==> config.mk <==
export PLATFORM = sky130hd
export DESIGN_NAME = adsr_envelope
export DESIGN_NICKNAME = d
export VERILOG_FILES = /design/src/rtl/adsr_envelope.sv
export SDC_FILE = /design/constraint.sdc
export NUM_CORES = 1
export LEC_CHECK = 0
export ABC_CLOCK_PERIOD_IN_PS = 6100
export CORE_ASPECT_RATIO = 0.8
export CORE_MARGIN = 5
export CORE_UTILIZATION = 66
export DETAILED_ROUTE_END_ITERATION = 10
export DONT_BUFFER_PORTS = 1
export MAX_ROUTING_LAYER = met4
export PLACE_DENSITY_LB_ADDON = 0.3
export SLEW_MARGIN = 10
export SYNTH_ARGS = -nofsm -noshare
export SYNTH_HDL_FRONTEND = slang
export SYNTH_SLANG_ARGS = --single-unit
==> constraint.sdc <==
create_clock -name clk -period 6.1 [get_ports clk]
set_input_delay 0.915 -clock clk [delete_from_list [all_inputs] [get_ports clk]]
set_output_delay 0.915 -clock clk [all_outputs]
set_load 0.005 [all_outputs]
==> src/rtl/adsr_envelope.sv <==
// ADSR envelope generator for one voice: gate-driven attack/decay/sustain/release
// accumulator advanced by a per-sample tick, amplitude taken from the accumulator MSBs.
module adsr_envelope #(
  parameter int ACC_BITS       = 16,
  parameter int AMPLITUDE_BITS = 8
) (
  input  logic                      clk,
  input  logic                      rst,
  input  logic                      tick,
  input  logic                      gate,
  input  logic [3:0]                attack,
  input  logic [3:0]                decay,
  input  logic [3:0]                sustain,
  // "release" is a reserved word in SystemVerilog, hence the suffix
  input  logic [3:0]                release_rate,
  output logic [AMPLITUDE_BITS-1:0] amplitude,
  output logic                      active
);

  localparam int W = ACC_BITS + 1;

  typedef enum logic [2:0] {
    S_IDLE,
    S_ATTACK,
    S_DECAY,
    S_SUSTAIN,
    S_RELEASE
  } state_t;

  state_t              state;
  logic [ACC_BITS-1:0] acc;
  logic                gate_q;

  logic [3:0]   rate;
  logic [W-1:0] step;
  logic [W-1:0] acc_w;
  logic [W-1:0] target_w;
  logic [W-1:0] max_w;
  logic [W-1:0] sum_w;
  logic         rise;
  logic         fall;

  always_comb begin
    rate = release_rate;
    case (state)
      S_ATTACK: rate = attack;
      S_DECAY:  rate = decay;
      default:  rate = release_rate;
    endcase
  end

  // all arithmetic one bit wider than acc so sums and compares never wrap
  assign step     = W'(1) << rate;
  assign acc_w    = {1'b0, acc};
  assign target_w = W'({sustain, sustain}) << (ACC_BITS - 8);
  assign max_w    = {1'b0, {ACC_BITS{1'b1}}};
  assign sum_w    = acc_w + step;

  assign rise = gate & ~gate_q;
  assign fall = ~gate & ((state == S_ATTACK) | (state == S_DECAY) | (state == S_SUSTAIN));

  always_ff @(posedge clk or posedge rst) begin
    if (rst) begin
      state  <= S_IDLE;
      acc    <= '0;
      gate_q <= 1'b0;
    end else begin
      gate_q <= gate;
      if (rise) begin
        state <= S_ATTACK;
      end else if (fall) begin
        state <= S_RELEASE;
      end else begin
        case (state)
          S_ATTACK: if (tick) begin
            if (sum_w >= max_w) begin
              acc   <= {ACC_BITS{1'b1}};
              state <= S_DECAY;
            end else begin
              acc <= sum_w[ACC_BITS-1:0];
            end
          end
          S_DECAY: if (tick) begin
            if (acc_w <= target_w + step) begin
              acc   <= target_w[ACC_BITS-1:0];
              state <= S_SUSTAIN;
            end else begin
              acc <= acc - step[ACC_BITS-1:0];
            end
          end
          S_SUSTAIN: acc <= target_w[ACC_BITS-1:0];
          S_RELEASE: if (tick) begin
            if (acc_w <= step) begin
              acc   <= '0;
              state <= S_IDLE;
            end else begin
              acc <= acc - step[ACC_BITS-1:0];
            end
          end
          default: acc <= '0;
        endcase
      end
    end
  end

  assign amplitude = acc[ACC_BITS-1 -: AMPLITUDE_BITS];
  assign active    = (state != S_IDLE);

endmodule
Word level (Yosys, flattened, before mapping)
Index checks and enable logic that the tools add are counted.
- mux-type cells: 17
- magnitude comparators: 3
- $mul: 0
- add/subtract/negate cells: 3
- equal/unequal tests: 13
- div/mod/pow operators: 0
- shift operators: 1
- reduce and logical (&&, ||, !) cells: 4
- bitwise logic cells: 8
- operators by type and width (cell ; count):
    $mux W16 ; 6
    $pmux W16 S4 ; 1
    $add A16 B17 Y17 ; 2
    $le A16 B17 Y1 ; 2
    $mux W3 ; 8
    $ge A17 B16 Y1 const B ; 1
    $shl A1 B4 Y17 const A ; 1
    $ne A4 B4 Y1 const B ; 4
    $sub A16 B16 Y16 ; 1
    $pmux W3 S3 ; 1
    $ne A4 B3 Y1 const B ; 2
    $pmux W4 S2 ; 1
    $reduce_and A7 Y1 ; 1
    $eq A3 B2 Y1 const B ; 2
    $ne A2 B2 Y1 const B ; 3
    $reduce_and A5 Y1 ; 1
    $reduce_bool A5 Y1 ; 1
    $not A1 Y1 ; 4
    $eq A3 B1 Y1 const B ; 1
    $eq A3 B3 Y1 const B ; 1
    $reduce_bool A3 Y1 ; 1
    $and A1 B1 Y1 ; 2
    $or A1 B1 Y1 ; 2
- logic and storage cells: 52
- memories: 0
- latch bits: 0
- register bits after elaboration: 20
- output and inout port bits: 9
- memory bits (read-only): 0
- memory bits (writable): 0

Longest topological paths before layout
Gate-level depths: netlist of the first run.
- depth in word-level cells: 10
- gate-level depth with buffers: 27

Worst setup path before layout of the first run
No wires, ideal clock.
- path kind: input -> register
- start point: input port attack[3]
- end point: register acc[5]
- stages on the path: 23
- arrival: 4.803 ns
- slack: 1.231 ns
- path through: a22oi_1 o21ai_0 nor2b_1 nand2_1 inv_1 ha_1 a21o_1 a21oi_1 o21bai_1 a21oi_1 o21ai_0 a21oi_1 xor2_1 ha_1 nand2_1 nor3_1 o2bb2ai_1 o211ai_2 o21bai_1 buf_2 a21oi_1 o21ai_0 a22o_1
- longest elaborated chain between the ends: 7
- ends and longest elaborated chain (item ; RTL line ; source):
    start, declared ; 11 ; input logic [3:0] attack,
    $pmux W4 S2 * ; 45 ; case (state)
    $shl A1 B4 Y17 * ; 53 ; assign step = W'(1) << rate;
    $add A16 B17 Y17 (on tied branches) ; 84, 57 ;
    $le A16 B17 Y1 or $ge A17 B16 Y1 (tied branches) ; 84, 76 ;
    $mux W16 (on tied branches) ; 84, 76 ;
    $mux W16 (on tied branches) ; 83, 75 ;
    $pmux W16 S4 * ; 74 ; case (state)
    end signal, assigned ; 77 ; acc <= {ACC_BITS{1'b1}};
    end signal, assigned ; 85 ; acc <= target_w[ACC_BITS-1:0];
    end signal, assigned ; 88 ; acc <= acc - step[ACC_BITS-1:0];
    end, declared ; 31 ; logic [ACC_BITS-1:0] acc;
Mark *: on every way between the ends. The rest lies on a longest branch, timed or not. The select of a mux whose other input is x is not followed.
A chain may end at the register's enable or synchronous reset.

Worst setup path after layout of the first run
- start point: register state[0]
- end point: register acc[7]
- longest elaborated chain between the ends: 8
- ends and longest elaborated chain (item ; RTL line ; source):
    start, declared ; 30 ; state_t state;
    start signal, assigned ; 64 ; state <= S_IDLE;
    start signal, assigned ; 70 ; state <= S_ATTACK;
    start signal, assigned ; 72 ; state <= S_RELEASE;
    $eq A3 B2 Y1 or $eq A3 B1 Y1 (tied branches) ; 45, 60, 74 ;
    $pmux W4 S2 ; 45 ;
    $shl A1 B4 Y17 ; 53 ;
    $add A16 B17 Y17 (on tied branches) ; 84, 57 ;
    $le A16 B17 Y1 or $ge A17 B16 Y1 (tied branches) ; 84, 76 ;
    $mux W16 (on tied branches) ; 84, 76 ;
    $mux W16 (on tied branches) ; 83, 75 ;
    $pmux W16 S4 ; 74 ;
Several ways; a longest one is shown, not always the timed one. The select of a mux whose other input is x is not followed.

==> flow_metrics.py, run 1 <==
metrics = {
    "outcome": {
        "outcome": "finished clean",
    },
    "setup_path": {
        "cpPeakStageDelay_ns": 0.57,
        "worstSetupPathType": "reg2reg",
        "critPathSlowestCell": "a2111oi_0",
        "critPathTopFamily": "compound AO/OA/AOI/OAI gates",
        "start_kind": "flip-flop",
        "crit_required_ns": 6.26,
        "critPathBufInv": 3,
        "cp-end-kind": "flip-flop",
        "worstPathCellList": "nor2_1 > nor2_1 > nand2_1 > nand2_1 > o21ai_0 > nor2_1 > nand2_1 > inv_1 > ha_1 > inv_1 > fa_1 > nor2b_1 > o21ai_0 > a21o_1 > ha_1 > a21o_1 > a2111oi_0 > o2bb2ai_1 > o211ai_2 > o21bai_1 > buf_4 > a221oi_1 > o21ai_0 > a22o_1",
        "critPathMaxFanout": 15,
        "cp.arrival_ns": 5.90,
    },
    "synthesis": {
        "synth-seq-cells": 20,
        "yosys_warnings": 0,
        "synth_nets": 572,
        "ys_seq_area_frac": 0.134,
        "synth_top_cell_area_share": 0.161,
        "synth-edff-count": 0,
        "synth_area_leaders": "ha_1, dfrtp_1, a21oi_1",
        "synth.distinct_cells": 66,
        "synth.avg_cell_area_um2": 7.44,
        "synth_top_area_cell": "ha_1",
        "async_flop_share": 1.00,
        "ys.flop_type": "dfrtp_1",
        "synth_area_um2": 3730,
        "synth_cells": 501,
    },
    "clock_tree": {
        "cts_sinks": 20,
        "clock_path_buffers": 2,
        "htree_levels": 1,
        "clk_latency_ns": 0.27,
        "clk_pin_slew_worst_paths_ns": 0.09,
        "postCtsHoldBufs": 0,
        "post_cts_buffers": 0,
        "numCtsBuffers": 3,
        "cts_tree": "built",
        "root_buffer": "clkbuf_8",
    },
    "routing": {
        "first_pass_iters": 5,
        "first_iter_violations": 361,
        "wire_per_inst_um": 20.2,
        "drt-total-wl_um": 11200,
        "vias": 3816,
        "drcViolationCount": 0,
        "post_drt_via_cell_ratio": 6.86,
        "ant_nets": 0,
    },
    "final_layout": {
        "insertedDiodeCount": 0,
        "drive_gt1_frac": 0.0523,
        "layout.cells.most_common_list": "ha_1, inv_1, nand2_1",
        "final_common_cell": "ha_1",
        "fin_nets": 550,
        "fin_area_um2": 3760,
        "fin_util": 0.688,
        "area_delta_synth_final_pct": 0.839,
    },
    "timing": {
        "hold_viol": 0,
        "finClkSkew_ns": 0.00394,
        "period_minus_slack_ns": 5.73,
        "setup_viol_count_final": 0,
        "min_period_over_period": 0.940,
        "rsz0062_at_grt": "false",
        "timing.setup.tns_ns": 0,
        "maxSlewHeadroom": 0.206,
        "maxSlewViolCount": 0,
        "worst_pin_slew_ns": 1.19,
        "max_freq_mhz": 174,
    },
    "floorplanning": {
        "dieWidth_um": 94.0,
        "num_io_pins": 29,
        "core_um2": 5470,
        "start_util": 0.682,
        "dieArea_um2": 7260,
        "die_h_um": 77.2,
        "rows": 24,
    },
    "pwr": {
        "powerDensity_nw_per_um2": 580,
        "finalPower_mw": 2.18,
        "p_leak_nw": 1.84,
        "vdd_drop_max_v": 0.000277,
    },
    "job": {
        "max_cap_violations": 0,
    },
    "min_path": {
        "min_path_type": "reg2reg",
    },
    "global_route": {
        "grt_pass1_vias": 3496,
        "groute.usage.overall": 0.314,
        "grt_pass1_wl_um": 17800,
        "antenna_found_initial": 0,
        "grt_max_degree": 21,
        "grt_overflow": 0,
    },
    "placement": {
        "portBuffers": 0,
        "place.gp.congestion": 1.03,
        "postPlaceCellArea_um2": 3690,
        "dp_hpwl_um": 8780,
    },
}
-- worst reg2reg max path, cell delays in order (launching register included) --
cell and delay [ns]:
dfrtp_1 0.53, nor2_1 0.14, nor2_1 0.16, nand2_1 0.14
nand2_1 0.09, o21ai_0 0.17, nor2_1 0.38, nand2_1 0.19
inv_1 0.12, ha_1 0.18, inv_1 0.06, fa_1 0.40
nor2b_1 0.16, o21ai_0 0.09, a21o_1 0.17, ha_1 0.28
a21o_1 0.18, a2111oi_0 0.57, o2bb2ai_1 0.13, o211ai_2 0.37
o21bai_1 0.19, buf_4 0.24, a221oi_1 0.29, o21ai_0 0.15
a22o_1 0.24
-- cell families after synthesis --
kind of cell,after synthesis,share of synthesized area
DFF,20,0.134
and+or+nand+nor,149,0.204
xor gates and xnor gates,20,0.0470
buffers and inverters,76,0.0886
muxes,8,0.0235
adders and majority gates,51,0.177
AOI/OAI and AO/OA,177,0.326
-- layout make-up --
cell class	instances	area, um2
clock buffers	3	41.3
clock inverters	1	30.0
fillers	497	1710
inverters	47	176
multi-input cells	405	2900
flip-flops and latches	20	502
well taps	78	97.6
repair buffers	2	15.0
-- where the power goes --
| part | internal [mW] | total (mW) | switching (mW) |
|---|---|---|---|
| Sequential | 0.173 | 0.253 | 0.0806 |
| Combinational | 0.681 | 1.79 | 1.10 |
| Clock | 0.0878 | 0.142 | 0.0537 |
| Total | 0.942 | 2.18 | 1.24 |
-- synthesized netlist by cell type, types with 8 or more instances --
cell type / number
ha_1: 48
inv_1: 45
nand2_1: 44
a21oi_1: 43
o21ai_0: 33
nor2_1: 28
dfrtp_1: 20
nor2b_1: 15
a21o_1: 13
xnor2_1: 13
a22o_1: 11
clkbuf_1: 11
o21a_1: 11
nand2b_1: 10
buf_2: 9
buf_4: 9
nand3_1: 9
o21bai_1: 9
nand4_1: 8
-- metal layers --
metal  share of wire  routed length [um]  track usage
met4           0.014                 152       0.0519
met3            0.12                1310       0.0705
met5               0                   0            -
met2            0.43                4780        0.464
met1            0.44                5000        0.444
-- worst paths after layout --
path / endpoint / start / slack (ns) / depth (start not counted)
worst max register to register: acc[7]$_DFFE_PP0P_ / state[0]$_DFFE_PP0P_ / 0.37 / 24
worst min register to register: acc[0]$_DFFE_PP0P_ / acc[0]$_DFFE_PP0P_ / 0.53 / 1
min in group asynchronous: state[2]$_DFFE_PP0P_ / rst / 0.66 / 1
max in group asynchronous: state[1]$_DFFE_PP0P_ / rst / 4.91 / 1
worst min-delay path: acc[0]$_DFFE_PP0P_ / acc[0]$_DFFE_PP0P_ / 0.53 / 1
worst max-delay path: acc[7]$_DFFE_PP0P_ / state[0]$_DFFE_PP0P_ / 0.37 / 24
-- state kept, by name, indices dropped and copies added, names as in the netlist --
name	cells
acc	16
state	3
gate_q	1
-- metrics by stage --
step | hold slack [ns] | cells | setup slack [ns]
after floorplan | 0.478 | 501 | 1.23
after global placement | 0.494 | 552 | 0.604
after detailed placement | 0.515 | 552 | 0.407
after CTS | 0.531 | 556 | 0.364
after global routing | 0.576 | 556 | 0.0214
final | 0.526 | 556 | 0.367
-- what timing repair did --
item / 4_1_cts / 5_1_grt
setup endpoints to repair: 0 / 6
hold endpoints to repair: 0 / 0
resized for setup: 0 / 2
No activity file was read; power rests on OpenSTA's default activity.
==> run 2, diff against run 1 <==
--- a/constraint.sdc
+++ b/constraint.sdc
@@ -3,2 +3,2 @@
 set_output_delay 0.915 -clock clk [all_outputs]
-set_load 0.005 [all_outputs]
+set_load 0.1 [all_outputs]
==> run 2 against run 1 <==
Global-route usage increased by 0.12 points. Via count is 0.31% higher. Total power is 7.4% higher. First-iteration DRC count decreased by 12%. Largest cell class unchanged. Fmax down 0.48%. Flip-flop and latch count unchanged. Register-to-register slack lost 0.03 ns. Non-clock buffer count up 3. Worst hold slack got worse by 0.0074 ns. Sequential share of layout area decreased by 0.079 points. Sequential power increased by 29%. Setup slack got worse by 0.028 ns.
==> flow_metrics.py, run 2 (synthesis results as in run 1) <==
metrics = {
    "outcome": {
        "outcome": "finished clean",
    },
    "final_layout": {
        "fin_nets": 553,
        "area_delta_synth_final_pct": 1.44,
        "top_regs": "acc: 16 flops, state: 3 flops, gate_q: 1 flops",
        "insertedDiodeCount": 0,
        "final_cell_count_no_fill": 559,
        "drive_gt1_frac": 0.0582,
        "largest_reg_flops": 16,
        "fin_area_um2": 3780,
        "final_common_cell": "ha_1",
        "layout.cells.most_common_list": "ha_1, inv_1, nand2_1",
        "regMostFlops": "acc",
    },
    "timing": {
        "worst_pin_slew_ns": 1.18,
        "timing.setup.tns_ns": 0,
        "maxSlewHeadroom": 0.214,
        "hold_viol": 0,
        "rsz0062_at_grt": "false",
        "finClkSkew_ns": 0.00588,
        "maxSlewViolCount": 0,
        "min_period_over_period": 0.944,
        "setup_viol_count_final": 0,
        "holdWs_ns": 0.518,
        "period_minus_slack_ns": 5.76,
        "max_freq_mhz": 174,
    },
    "setup_path": {
        "worstSetupPathType": "reg2reg",
        "cpPeakStageDelay_ns": 0.60,
        "critPathMaxFanout": 15,
        "critPathTopFamily": "compound AO/OA/AOI/OAI gates",
        "crit_required_ns": 6.26,
        "critPathBufInv": 3,
        "start_kind": "flip-flop",
        "cp.arrival_ns": 5.92,
        "cp-end-kind": "flip-flop",
        "worstPathCellList": "nor2_1 > nor2_1 > nand2_1 > nand2_1 > o21ai_1 > nor2b_1 > nand2_1 > inv_1 > ha_1 > inv_1 > fa_1 > nor2b_1 > o21ai_0 > a21o_1 > ha_1 > a21o_1 > a2111oi_0 > o2bb2ai_1 > o211ai_2 > o21bai_1 > buf_4 > a221oi_1 > o21ai_0 > a22o_1",
        "cp_common_cell": "nand2_1",
        "critPathSlowestCell": "a2111oi_0",
    },
    "pwr": {
        "vdd_drop_max_v": 0.000309,
        "clkPwrFrac": 0.060,
        "finalPower_mw": 2.34,
        "p_leak_nw": 1.86,
        "p_int_mw": 0.948,
        "p_sw_mw": 1.39,
        "sw_frac_of_total": 0.595,
        "combPwrFrac": 0.800,
        "p_seq_frac": 0.140,
        "powerDensity_nw_per_um2": 619,
    },
    "floorplanning": {
        "dieArea_um2": 7260,
        "start_util": 0.682,
        "num_io_pins": 29,
        "core_um2": 5470,
        "rows": 24,
        "dieWidth_um": 94.0,
        "die_h_um": 77.2,
    },
    "global_route": {
        "antenna_found_initial": 0,
        "grt_max_degree": 21,
        "grt_pass1_vias": 3470,
        "grt_pass1_wl_um": 17900,
        "groute.usage.overall": 0.315,
        "grt_overflow": 0,
    },
    "clock_tree": {
        "htree_levels": 1,
        "clk_pin_slew_worst_paths_ns": 0.09,
        "numCtsBuffers": 3,
        "cts_sinks": 20,
        "clk_latency_ns": 0.27,
        "cts_tree": "built",
        "post_cts_buffers": 0,
        "root_buffer": "clkbuf_8",
        "clock_path_buffers": 2,
    },
    "placement": {
        "postPlaceCellArea_um2": 3710,
        "portBuffers": 0,
        "dp_hpwl_um": 8780,
        "place.gp.congestion": 1.06,
        "placed_cells": 555,
    },
    "routing": {
        "wire_per_inst_um": 19.9,
        "first_iter_violations": 318,
        "drcViolationCount": 0,
        "vias": 3828,
        "ant_nets": 0,
        "first_pass_iters": 5,
        "drt-total-wl_um": 11100,
        "post_drt_via_cell_ratio": 6.85,
    },
    "job": {
        "max_cap_violations": 0,
    },
    "min_path": {
        "min_path_type": "reg2reg",
    },
}
[run 2: changes by cell type in the layout (fill, tap and decap cells not counted), sizes merged]
cell / before / now
buf: 2 / 5
[run 2: layout make-up]
class,count,area (um2)
repair buffers,5,37.5
clock inverters,1,30.0
multi-input cells,405,2900
inverters,47,176
fillers,460,1680
flip-flops and latches,20,502
clock buffers,3,41.3
well taps,78,97.6
[run 2: per-layer routing]
layer | wire length [um] | share of wire | vias up | global-route usage
li1 | - | - | 1775 | -
met1 | 4940 | 0.44 | 1798 | 0.442
met2 | 4810 | 0.43 | 226 | 0.479
met3 | 1250 | 0.11 | 29 | 0.0685
met4 | 139 | 0.012 | 0 | 0.0375
met5 | 0 | 0 | - | -
[run 2: what timing repair did]
action | 4_1_cts | 5_1_grt
setup endpoints to repair | 0 | 6
hold buffers | 0 | 0
gates resized for setup | 0 | 2
[run 2: worst reg2reg max path, delay by kind of cell (launching register included)]
family	cells	cell delay [ns]
AOI/OAI and AO/OA	11	2.63
and+or+nand+nor	7	1.25
adders and majority gates	3	0.86
DFF	1	0.51
buffers and inverters	3	0.40
[run 2: per-stage QoR]
step / utilization / setup WS (ns)
finish: 0.692 / 0.339
global route: 0.692 / 0.0276
CTS: 0.692 / 0.324
detailed placement: 0.679 / 0.346
global placement: 0.679 / 0.618
floorplan: - / 1.23
[run 2: final timing paths]
kind | cells past startpoint | to | startpoint | slack, ns
worst min-delay path | 1 | acc[0]$_DFFE_PP0P_ | acc[0]$_DFFE_PP0P_ | 0.52
min in group asynchronous | 1 | acc[2]$_DFFE_PP0P_ | rst | 0.68
max in group asynchronous | 1 | state[1]$_DFFE_PP0P_ | rst | 4.86
worst min register to register | 1 | acc[0]$_DFFE_PP0P_ | acc[0]$_DFFE_PP0P_ | 0.52
worst max register to register | 24 | acc[5]$_DFFE_PP0P_ | state[1]$_DFFE_PP0P_ | 0.34
worst max-delay path | 24 | acc[5]$_DFFE_PP0P_ | state[1]$_DFFE_PP0P_ | 0.34
[run 2: power by group through the flow]
stage	combinational (mW)	clock [mW]	sequential, mW
floorplan	1.53	0	0.211
global placement	1.77	0	0.326
detailed placement	1.79	0	0.328
CTS	1.81	0.142	0.325
global route	2.02	0.149	0.335
finish	1.87	0.141	0.327
==> run 3, diff against run 2 <==
Settings changed: CORE_ASPECT_RATIO 0.8 to not set.
==> run 3 against run 2 <==
Fmax rose by 3.0%. Flip-flop and latch count unchanged. Clock power shrank 3%. Final cell count shrank 1.1%. Die area decreased by 0.13%. Core utilization shrank 0.68 points. Combinational power hardly changed. Via count is 1.1% lower. Wire length rose by 0.85%. Design area shrank 0.23%. Sequential share of layout area is essentially flat. Non-clock buffer count unchanged. Critical endpoint is now acc[10]$_DFFE_PP0P_. Highest routed layer unchanged.
==> flow_metrics.py, run 3 (synthesis results as in run 1) <==
metrics = {
    "routing": {
        "met3_length_um": 1040,
        "vias": 3787,
        "routed.top_layer": "met4",
        "wire_per_inst_um": 20.3,
        "post_drt_via_cell_ratio": 6.85,
        "drt-total-wl_um": 11200,
        "wl_met1_um": 4500,
        "first_iter_violations": 484,
        "first_pass_iters": 5,
        "met2WireLength_um": 5290,
        "ant_nets": 0,
        "drcViolationCount": 0,
    },
    "global_route": {
        "grt_max_degree": 21,
        "groute.usage.overall": 0.322,
        "grt_overflow": 0,
        "grt_pass1_vias": 3648,
        "grt_pass1_wl_um": 18400,
        "antenna_found_initial": 0,
    },
    "floorplanning": {
        "start_util": 0.677,
        "dieWidth_um": 85.2,
        "num_io_pins": 29,
        "core_um2": 5510,
        "rows": 27,
        "die_h_um": 85.2,
        "dieArea_um2": 7250,
    },
    "final_layout": {
        "insertedDiodeCount": 0,
        "largest_reg_flops": 16,
        "fin_nets": 553,
        "top_regs": "acc: 16 flops, state: 3 flops, gate_q: 1 flops",
        "final_cell_count_no_fill": 553,
        "fin_area_um2": 3770,
        "area_delta_synth_final_pct": 1.21,
        "final_common_cell": "ha_1",
        "layout.cells.most_common_list": "ha_1, inv_1, nand2_1",
        "drive_gt1_frac": 0.0561,
        "regMostFlops": "acc",
    },
    "placement": {
        "dp_hpwl_um": 8810,
        "dp_slack_ns": 0.605,
        "placed_cells": 549,
        "postPlaceCellArea_um2": 3700,
        "portBuffers": 0,
        "place.gp.congestion": 1.01,
    },
    "timing": {
        "maxSlewViolCount": 0,
        "worst_pin_slew_ns": 1.06,
        "timing.setup.tns_ns": 0,
        "holdWs_ns": 0.526,
        "hold_viol": 0,
        "maxSlewHeadroom": 0.292,
        "period_minus_slack_ns": 5.59,
        "setup_viol_count_final": 0,
        "min_period_over_period": 0.917,
        "max_freq_mhz": 179,
        "worst_slack_ns": 0.507,
        "finClkSkew_ns": 0.0104,
        "rsz0062_at_grt": "false",
    },
    "setup_path": {
        "cp-end-kind": "flip-flop",
        "crit_required_ns": 6.26,
        "cp.arrival_ns": 5.76,
        "critPathMaxFanout": 13,
        "r2r_slack_ns": 0.51,
        "worstSetupPathType": "reg2reg",
        "start_kind": "flip-flop",
    },
    "pwr": {
        "p_leak_nw": 1.86,
        "powerDensity_nw_per_um2": 617,
        "vdd_drop_max_v": 0.000359,
    },
    "clock_tree": {
        "cts_tree": "built",
        "root_buffer": "clkbuf_8",
        "numCtsBuffers": 3,
        "clock_path_buffers": 2,
        "clk_latency_ns": 0.27,
        "htree_levels": 1,
        "postCtsHoldBufs": 0,
        "cts_resized": 0,
        "cts_sinks": 20,
        "clk_pin_slew_worst_paths_ns": 0.09,
        "post_cts_buffers": 0,
    },
    "outcome": {
        "outcome": "finished clean",
    },
    "job": {
        "max_cap_violations": 0,
    },
    "min_path": {
        "min_path_type": "reg2reg",
    },
}
[run 3: cell types whose count changed in the layout (fill, tap and decap cells not counted)]
cell	change
dfrtp_1	+1
dfrtp_2	-1
[run 3: critical path, cell delays in order, from the launching register on]
cell,delay (ns)
dfrtp_1,0.62
nor2b_1,0.31
a22oi_1,0.10
o21ai_0,0.37
nor2b_1,0.36
nand2_1,0.18
inv_1,0.12
ha_1,0.24
a21o_1,0.18
a21oi_1,0.27
o21bai_1,0.10
a21oi_1,0.23
o21ai_0,0.11
a21oi_1,0.18
xor2_1,0.21
ha_1,0.28
nand2_1,0.08
nor3_1,0.06
o2bb2ai_1,0.13
o211ai_2,0.38
mux2_2,0.39
a221oi_1,0.26
a21oi_1,0.14
a21o_1,0.20
[run 3: routing by layer]
layer | vias to the layer above | global-route usage
met1 | 1771 | 0.395
li1 | 1774 | -
met5 | - | -
met4 | 0 | 0.117
met3 | 37 | 0.0485
met2 | 205 | 0.535
[run 3: layout make-up]
class,instances,area [um2]
inverters,47,176
fillers,471,1730
multi-input cells,405,2900
well taps,72,90.1
clock inverters,1,30.0
flip-flops and latches,20,500
clock buffers,3,41.3
repair buffers,5,37.5
[run 3: stage by stage]
stage | util | total power [mW]
5_1_grt | 0.685 | 2.50
3_5_place_dp | 0.672 | 2.13
4_1_cts | 0.685 | 2.28
2_1_floorplan | - | 1.75
3_3_place_gp | 0.672 | 2.09
6_report | 0.685 | 2.33
[run 3: final timing paths]
path / from / endpoint / depth (start not counted)
setup / recovery: state[1]$_DFFE_PP0P_ / acc[10]$_DFFE_PP0P_ / 23
hold / removal: acc[0]$_DFFE_PP0P_ / acc[0]$_DFFE_PP0P_ / 1
setup reg to reg: state[1]$_DFFE_PP0P_ / acc[10]$_DFFE_PP0P_ / 23
hold reg to reg: acc[0]$_DFFE_PP0P_ / acc[0]$_DFFE_PP0P_ / 1
max in group asynchronous: rst / acc[12]$_DFFE_PP0P_ / 1
min in group asynchronous: rst / state[0]$_DFFE_PP0P_ / 1
[run 3: power breakdown]
part           internal (mW)  switching (mW)  total (mW)
Combinational          0.690            1.18        1.87
Clock                 0.0876          0.0496       0.137
Sequential             0.170           0.156       0.327
Total                  0.948            1.38        2.33
